[src/rtl/pixel_stream_reader.sv]
`default_nettype none
//==============================================================================
// Module   : pixel_stream_reader
// Brief    : Read-side master for the data memory 8-bit pixel port. On start,
//            walks base_address .. base_address+pixel_count-1 with synchronous
//            reads and delivers the returned bytes as a valid/ready stream with
//            a last marker. A 2-entry FIFO absorbs consumer backpressure; reads
//            are only issued when a FIFO slot is guaranteed for their data.
// Ports    : clk, rst           - clock, synchronous active-high reset
//            start              - command strobe (sampled in IDLE only)
//            base_address[N]    - first pixel address
//            pixel_count[CW]    - number of pixels (0 = immediate done)
//            pixel_address[N]   - address to the memory pixel port
//            pixel[8]           - read data, one cycle after pixel_address
//            out_data/valid/ready/last - output byte stream
//            busy               - command in progress
//            done               - one-cycle completion pulse
// Revision : 1.0 - initial release
//==============================================================================
module pixel_stream_reader #(
    parameter int N  = 32,
    parameter int CW = 19
) (
    input  logic          clk,
    input  logic          rst,
    input  logic          start,
    input  logic [N-1:0]  base_address,
    input  logic [CW-1:0] pixel_count,
    output logic [N-1:0]  pixel_address,
    input  logic [7:0]    pixel,
    output logic [7:0]    out_data,
    output logic          out_valid,
    input  logic          out_ready,
    output logic          out_last,
    output logic          busy,
    output logic          done
);

    localparam logic [1:0]    S_IDLE    = 2'd0;
    localparam logic [1:0]    S_RUN     = 2'd1;
    localparam logic [1:0]    S_DRAIN   = 2'd2;
    localparam logic [N-1:0]  C_ADDR_ONE = {{(N-1){1'b0}}, 1'b1};
    localparam logic [CW-1:0] C_CNT_ONE  = {{(CW-1){1'b0}}, 1'b1};
    localparam logic [CW-1:0] C_CNT_ZERO = '0;

    logic [1:0]      r_state;
    logic [1:0]      w_state_next;
    logic [N-1:0]    r_addr;          // next address to issue
    logic [N-1:0]    r_addr_held;     // last issued address
    logic [CW-1:0]   r_remaining;
    logic            r_inflight;
    logic            r_inflight_last;
    logic [1:0][8:0] r_fifo;          // {last, data}
    logic            r_wr_ptr;
    logic            r_rd_ptr;
    logic [1:0]      r_count;
    logic            r_done;

    logic            w_pop;
    logic [2:0]      w_occ_next;
    logic            w_issue;
    logic            w_accept;
    logic            w_zero_cmd;
    logic            w_done_next;

    // Occupancy after this cycle: committed entries plus the read in flight,
    // minus the byte leaving now. Issuing only while this is below 2 means
    // every issued read already owns a FIFO slot.
    assign w_pop      = out_valid & out_ready;
    assign w_occ_next = {1'b0, r_count} + {2'b00, r_inflight} - {2'b00, w_pop};
    assign w_issue    = (r_state == S_RUN) && (w_occ_next < 3'd2);
    assign w_accept   = (r_state == S_IDLE) && start && (pixel_count != C_CNT_ZERO);
    assign w_zero_cmd = (r_state == S_IDLE) && start && (pixel_count == C_CNT_ZERO);

    always_comb begin
        w_state_next = r_state;
        w_done_next  = 1'b0;
        case (r_state)
            S_IDLE: begin
                if (w_accept) begin
                    w_state_next = S_RUN;
                end
                w_done_next = w_zero_cmd;
            end
            S_RUN: begin
                if (w_issue && (r_remaining == C_CNT_ONE)) begin
                    w_state_next = S_DRAIN;
                end
            end
            S_DRAIN: begin
                if (w_occ_next == 3'd0) begin
                    w_state_next = S_IDLE;
                    w_done_next  = 1'b1;
                end
            end
            default: begin
                w_state_next = S_IDLE;
            end
        endcase
    end

    always_ff @(posedge clk) begin
        if (rst) begin
            r_state         <= S_IDLE;
            r_done          <= 1'b0;
            r_addr          <= '0;
            r_addr_held     <= '0;
            r_remaining     <= '0;
            r_inflight      <= 1'b0;
            r_inflight_last <= 1'b0;
            r_fifo          <= '0;
            r_wr_ptr        <= 1'b0;
            r_rd_ptr        <= 1'b0;
            r_count         <= 2'd0;
        end else begin
            r_state <= w_state_next;
            r_done  <= w_done_next;

            if (w_accept) begin
                r_addr      <= base_address;
                r_remaining <= pixel_count;
            end else if (w_issue) begin
                r_addr      <= r_addr + C_ADDR_ONE;   // wraps modulo 2^N
                r_addr_held <= r_addr;
                r_remaining <= r_remaining - C_CNT_ONE;
            end

            r_inflight      <= w_issue;
            r_inflight_last <= w_issue && (r_remaining == C_CNT_ONE);

            // Read data returns the cycle after issue; capture it then.
            if (r_inflight) begin
                r_fifo[r_wr_ptr] <= {r_inflight_last, pixel};
                r_wr_ptr         <= ~r_wr_ptr;
            end
            if (w_pop) begin
                r_rd_ptr <= ~r_rd_ptr;
            end
            r_count <= r_count + {1'b0, r_inflight} - {1'b0, w_pop};
        end
    end

    // Present the live address only on an issue cycle so the port otherwise
    // holds the last issued address.
    assign pixel_address = w_issue ? r_addr : r_addr_held;
    assign out_valid     = (r_count != 2'd0);
    assign out_data      = r_fifo[r_rd_ptr][7:0];
    assign out_last      = out_valid & r_fifo[r_rd_ptr][8];
    assign busy          = (r_state != S_IDLE);
    assign done          = r_done;

endmodule
`default_nettype wire

[config.mk]
export PLATFORM = sky130hd
export DESIGN_NAME = pixel_stream_reader
export DESIGN_NICKNAME = d
export VERILOG_FILES = /design/src/rtl/pixel_stream_reader.sv
export SDC_FILE = /design/constraint.sdc
export NUM_CORES = 1
export LEC_CHECK = 0
export ABC_AREA = 1
export CAP_MARGIN = 30
export CORE_MARGIN = 2
export CORE_UTILIZATION = 35
export CTS_CLUSTER_DIAMETER = 60
export DETAILED_ROUTE_END_ITERATION = 7
export GPL_TIMING_DRIVEN = 1
export PLACE_DENSITY = 0.61
export SLEW_MARGIN = 20
export SYNTH_ARGS = -nofsm -noshare
export SYNTH_HDL_FRONTEND = slang
export SYNTH_SLANG_ARGS = --single-unit
[constraint.sdc]
create_clock -name clk -period 6.09 [get_ports clk]
set_clock_uncertainty 0.05 [all_clocks]
set_input_delay 1.827 -clock clk [delete_from_list [all_inputs] [get_ports clk]]
set_output_delay 1.827 -clock clk [all_outputs]
set_load 0.1 [all_outputs]
==> impl_metrics.tcl <==
set metrics [dict create \
    status "finished clean" \
    die_height_um 136 \
    drc 0 \
    synth_warnings 0 \
    crit_path_frequent_cell "inv_2" \
    ys_ff_latch 110 \
    syn_inst 948 \
    ys.flop_type "dfxtp_1" \
    rows 48 \
    synthXorXnorAreaFrac_pct 3.17 \
    ioPinCount 107 \
    cp.required_ns 4.21 \
    netlist_top_cells_area "dfxtp_1 36%, nand2_1 13%, nor2_1 11%" \
    wl_per_cell_um 13.8 \
    synthMuxAreaShare_pct 0 \
    crit_family "adder cells" \
    synth_area_leader_cell "dfxtp_1" \
    cp.arrival_ns 4.10 \
    vias_per_cell 4.75 \
    path_class "in -> out" \
    grt_first_pass_wirelength_um 28800 \
    crit_path_top_delay_cell "fa_1" \
    clk_latency_ns 0.36 \
    syn_area_mm2 0.00608 \
    critPathMaxFanout 8 \
    dr.pass1.iters 5 \
    numCtsBuffers 9 \
    tightest_slew_ns 0.974 \
    die_area_mm2 0.0185 \
    slowest_delay_ns 0.50 \
    chipWidth_um 136 \
    period_minus_slack_ns 5.98 \
    synth.most_common_cell "nand2_1" \
    cap_violations 0 \
    post-route-period-util_pct 98.2 \
    fmax_mhz 167 \
    fin_nets 1128 \
    min_path_type "reg -> reg" \
    cp-end-kind "primary output" \
    synthTopCellsByCount "204 x nand2_1, 176 x nor2_1, 113 x inv_1, 110 x dfxtp_1, 83 x nand3_1" \
    power_frac_seq_pct 23.0 \
    start_util_pct 35.5 \
    dp.cells 1261 \
    finalSetupViolations 0 \
    finalHoldViolCount 0 \
    worst-path-buf-inv 8 \
    clk_pin_slew_ns 0.07 \
    antenna_found_initial 0 \
    grt_max_degree 66 \
    p_clk_share_pct 14.5 \
    p_sw_mw 2.01 \
    fp.coreArea_mm2 0.0171 \
    start_kind "input port" \
    final_cell_count_no_fill 1288 \
    grt_pass1_vias 5820 \
    clock-sinks 110 \
    syn_to_final_growth_pct 39.3 \
    synth_cell_types 37 \
    yosys.area_share.simple_pct 39.3 \
    antenna_left 0 \
    power.leakage_nw 3.76 \
    fin_total_pwr_mw 4.11 \
    rsz0062_at_grt "true" \
    io_buffers 106 \
    grt-ovfl-total 0 \
    synth_compound_area_share_pct 9.56 \
    vias 6113 \
    internal_power_mw 2.10 \
    synth_edf_count 0 \
    n_antenna_cell 0 \
    slew_viol_final 0 \
    synthAdderAreaFrac_pct 1.36 \
    totalWireLength_um 17700 \
    cp_cell_sequence "buf_2 > nand2_2 > inv_2 > ha_4 > inv_1 > ha_2 > fa_1 > inv_2 > nand2_1 > nor2_2 > nand2_2 > inv_6 > buf_4 > or2_2 > o21ai_4 > inv_2 > buf_12" \
    clockRootBuffer "clkbuf_16" \
    syn_nets 1017 \
    first_iter_violations 417 \
    drive_gt1_share_pct 16.7 \
    stdcell_area_mm2 0.00848 \
    cts_tree "built" \
    postPlaceCellArea_mm2 0.00772 \
    async_reset_ff_share_pct 0 \
    clock_path_buffers 2 \
    ctsHtreeMaxLevel 3 \
    p_per_area_mw_per_mm2 485 \
    irDropWorstVdd_mv 0.366 \
    ys_seq_area_share_pct 36.2 \
    final_util_pct 49.5 \
    relSlewSlack_pct 34.8 \
    combPwrFrac_pct 62.5 \
    syn_avg_cell_area_um2 6.42 \
    dp.final_hpwl_um 12000 \
    gr-usage-all-layers_pct 19.7 \
    synth_top_family_by_area "simple AND/OR/NAND/NOR gates" \
    cts_hold_buf 0 \
    switching_share_pct 49.0 \
    routabilityCongestion 0.828 \
    yosysTopAreaCellShare_pct 36.2 \
]
[metal layers]
metal / vias to the layer above / GRT usage (%) / share of wire, %
met5: - / 0 / 0
met4: 0 / 7.87 / 2.4
met3: 24 / 2.98 / 4.1
met2: 131 / 34.0 / 49
met1: 2773 / 24.7 / 45
li1: 3185 / - / -
[worst paths after layout]
check	startpoint	end	slack (ns)	cells after the start
max	out_ready	pixel_address[2]	0.11	17
min	r_addr_held[9]	r_addr_held[9]	0.43	2
max reg2reg	r_count[1]	r_remaining[7]	2.53	19
min reg2reg	r_addr_held[9]	r_addr_held[9]	0.43	2
[cell families (layout without fill, tap and decap cells)]
group	after synthesis	count (layout)
AO/OA/AOI/OAI	113	113
XOR/XNOR	22	22
adder cells (fa/ha/maj)	6	6
buffers and inverters	153	268
flip-flops	110	110
AND/OR/NAND/NOR	544	544
[power by group through the flow]
stage,Combinational (mW),Clock (mW),Sequential (mW)
after floorplan,1.56,0,0.920
after global placement,2.29,0,0.949
after detailed placement,2.31,0,0.951
after CTS,2.57,0.607,0.944
after global routing,2.72,0.635,0.962
final,2.57,0.596,0.945
[registers in the layout, indices dropped and copies added (netlist names)]
signal,cells
r_addr,32
r_addr_held,32
r_remaining,19
r_fifo,18
r_count,2
r_state,2
done,1
r_inflight,1
r_inflight_last,1
r_rd_ptr,1
r_wr_ptr,1
[what timing repair did]
| item | 4_1_cts | 5_1_grt |
|---|---|---|
| pin swaps | 7 | 3 |
| resized for setup | 91 | 3 |
| cloned | 4 | 0 |
| endpoints found under the setup margin | 32 | 28 |
| buffers inserted | 7 | 0 |
[worst reg2reg max path, stage by stage, from the launching register on]
cell	delay, ns
dfxtp_1	0.34
nor2_1	0.17
inv_1	0.10
nand2_2	0.10
inv_2	0.05
ha_4	0.25
inv_1	0.03
ha_2	0.16
fa_1	0.50
inv_2	0.04
nand2_1	0.06
nor2_2	0.05
nand2_2	0.12
buf_4	0.16
buf_16	0.19
buf_4	0.36
nand2_1	0.20
inv_1	0.33
nand2_1	0.09
a21oi_1	0.14
[layout by cell type, fill, tap and decap left out, types with 7 or more instances in the layout]
| master | instances |
|---|---|
| clkbuf_16 | 9 |
| nand2_2 | 9 |
| a21oi_1 | 36 |
| or2_2 | 17 |
| nand4_1 | 13 |
| buf_12 | 34 |
| o21ai_0 | 38 |
| nand2_1 | 203 |
| nor2_1 | 176 |
| o21ai_4 | 20 |
| nand3_1 | 83 |
| inv_1 | 85 |
| nor2_2 | 7 |
| dfxtp_1 | 110 |
| or2_0 | 9 |
| clkdlybuf4s50_1 | 72 |
| nor3_1 | 9 |
| xnor2_1 | 12 |
| buf_4 | 22 |
| xor2_1 | 10 |
| inv_2 | 28 |
[area by class of cell]
cell class                      instances  area [um2]
Fill cell                            1750        8640
Multi-Input combinational cell        685        3520
Sequential cell                       110        2200
Timing Repair Buffer                  137        1740
Inverter                              116         440
Tap cell                              225         282
Clock buffer                           10         229
Clock inverter                          5        61.3
[through the flow]
stage | setup TNS, ns | worst slack (ns) | hold WS (ns)
global placement | -7.87 | -0.274 | 0.411
global route | -0.00776 | -0.00638 | 0.439
finish | 0 | 0.111 | 0.433
detailed placement | -8.69 | -0.308 | 0.416
CTS | 0 | 0.0688 | 0.428
floorplan | -0.108 | -0.0216 | 0.400
Note: power is estimated with default switching activity, not from simulation.
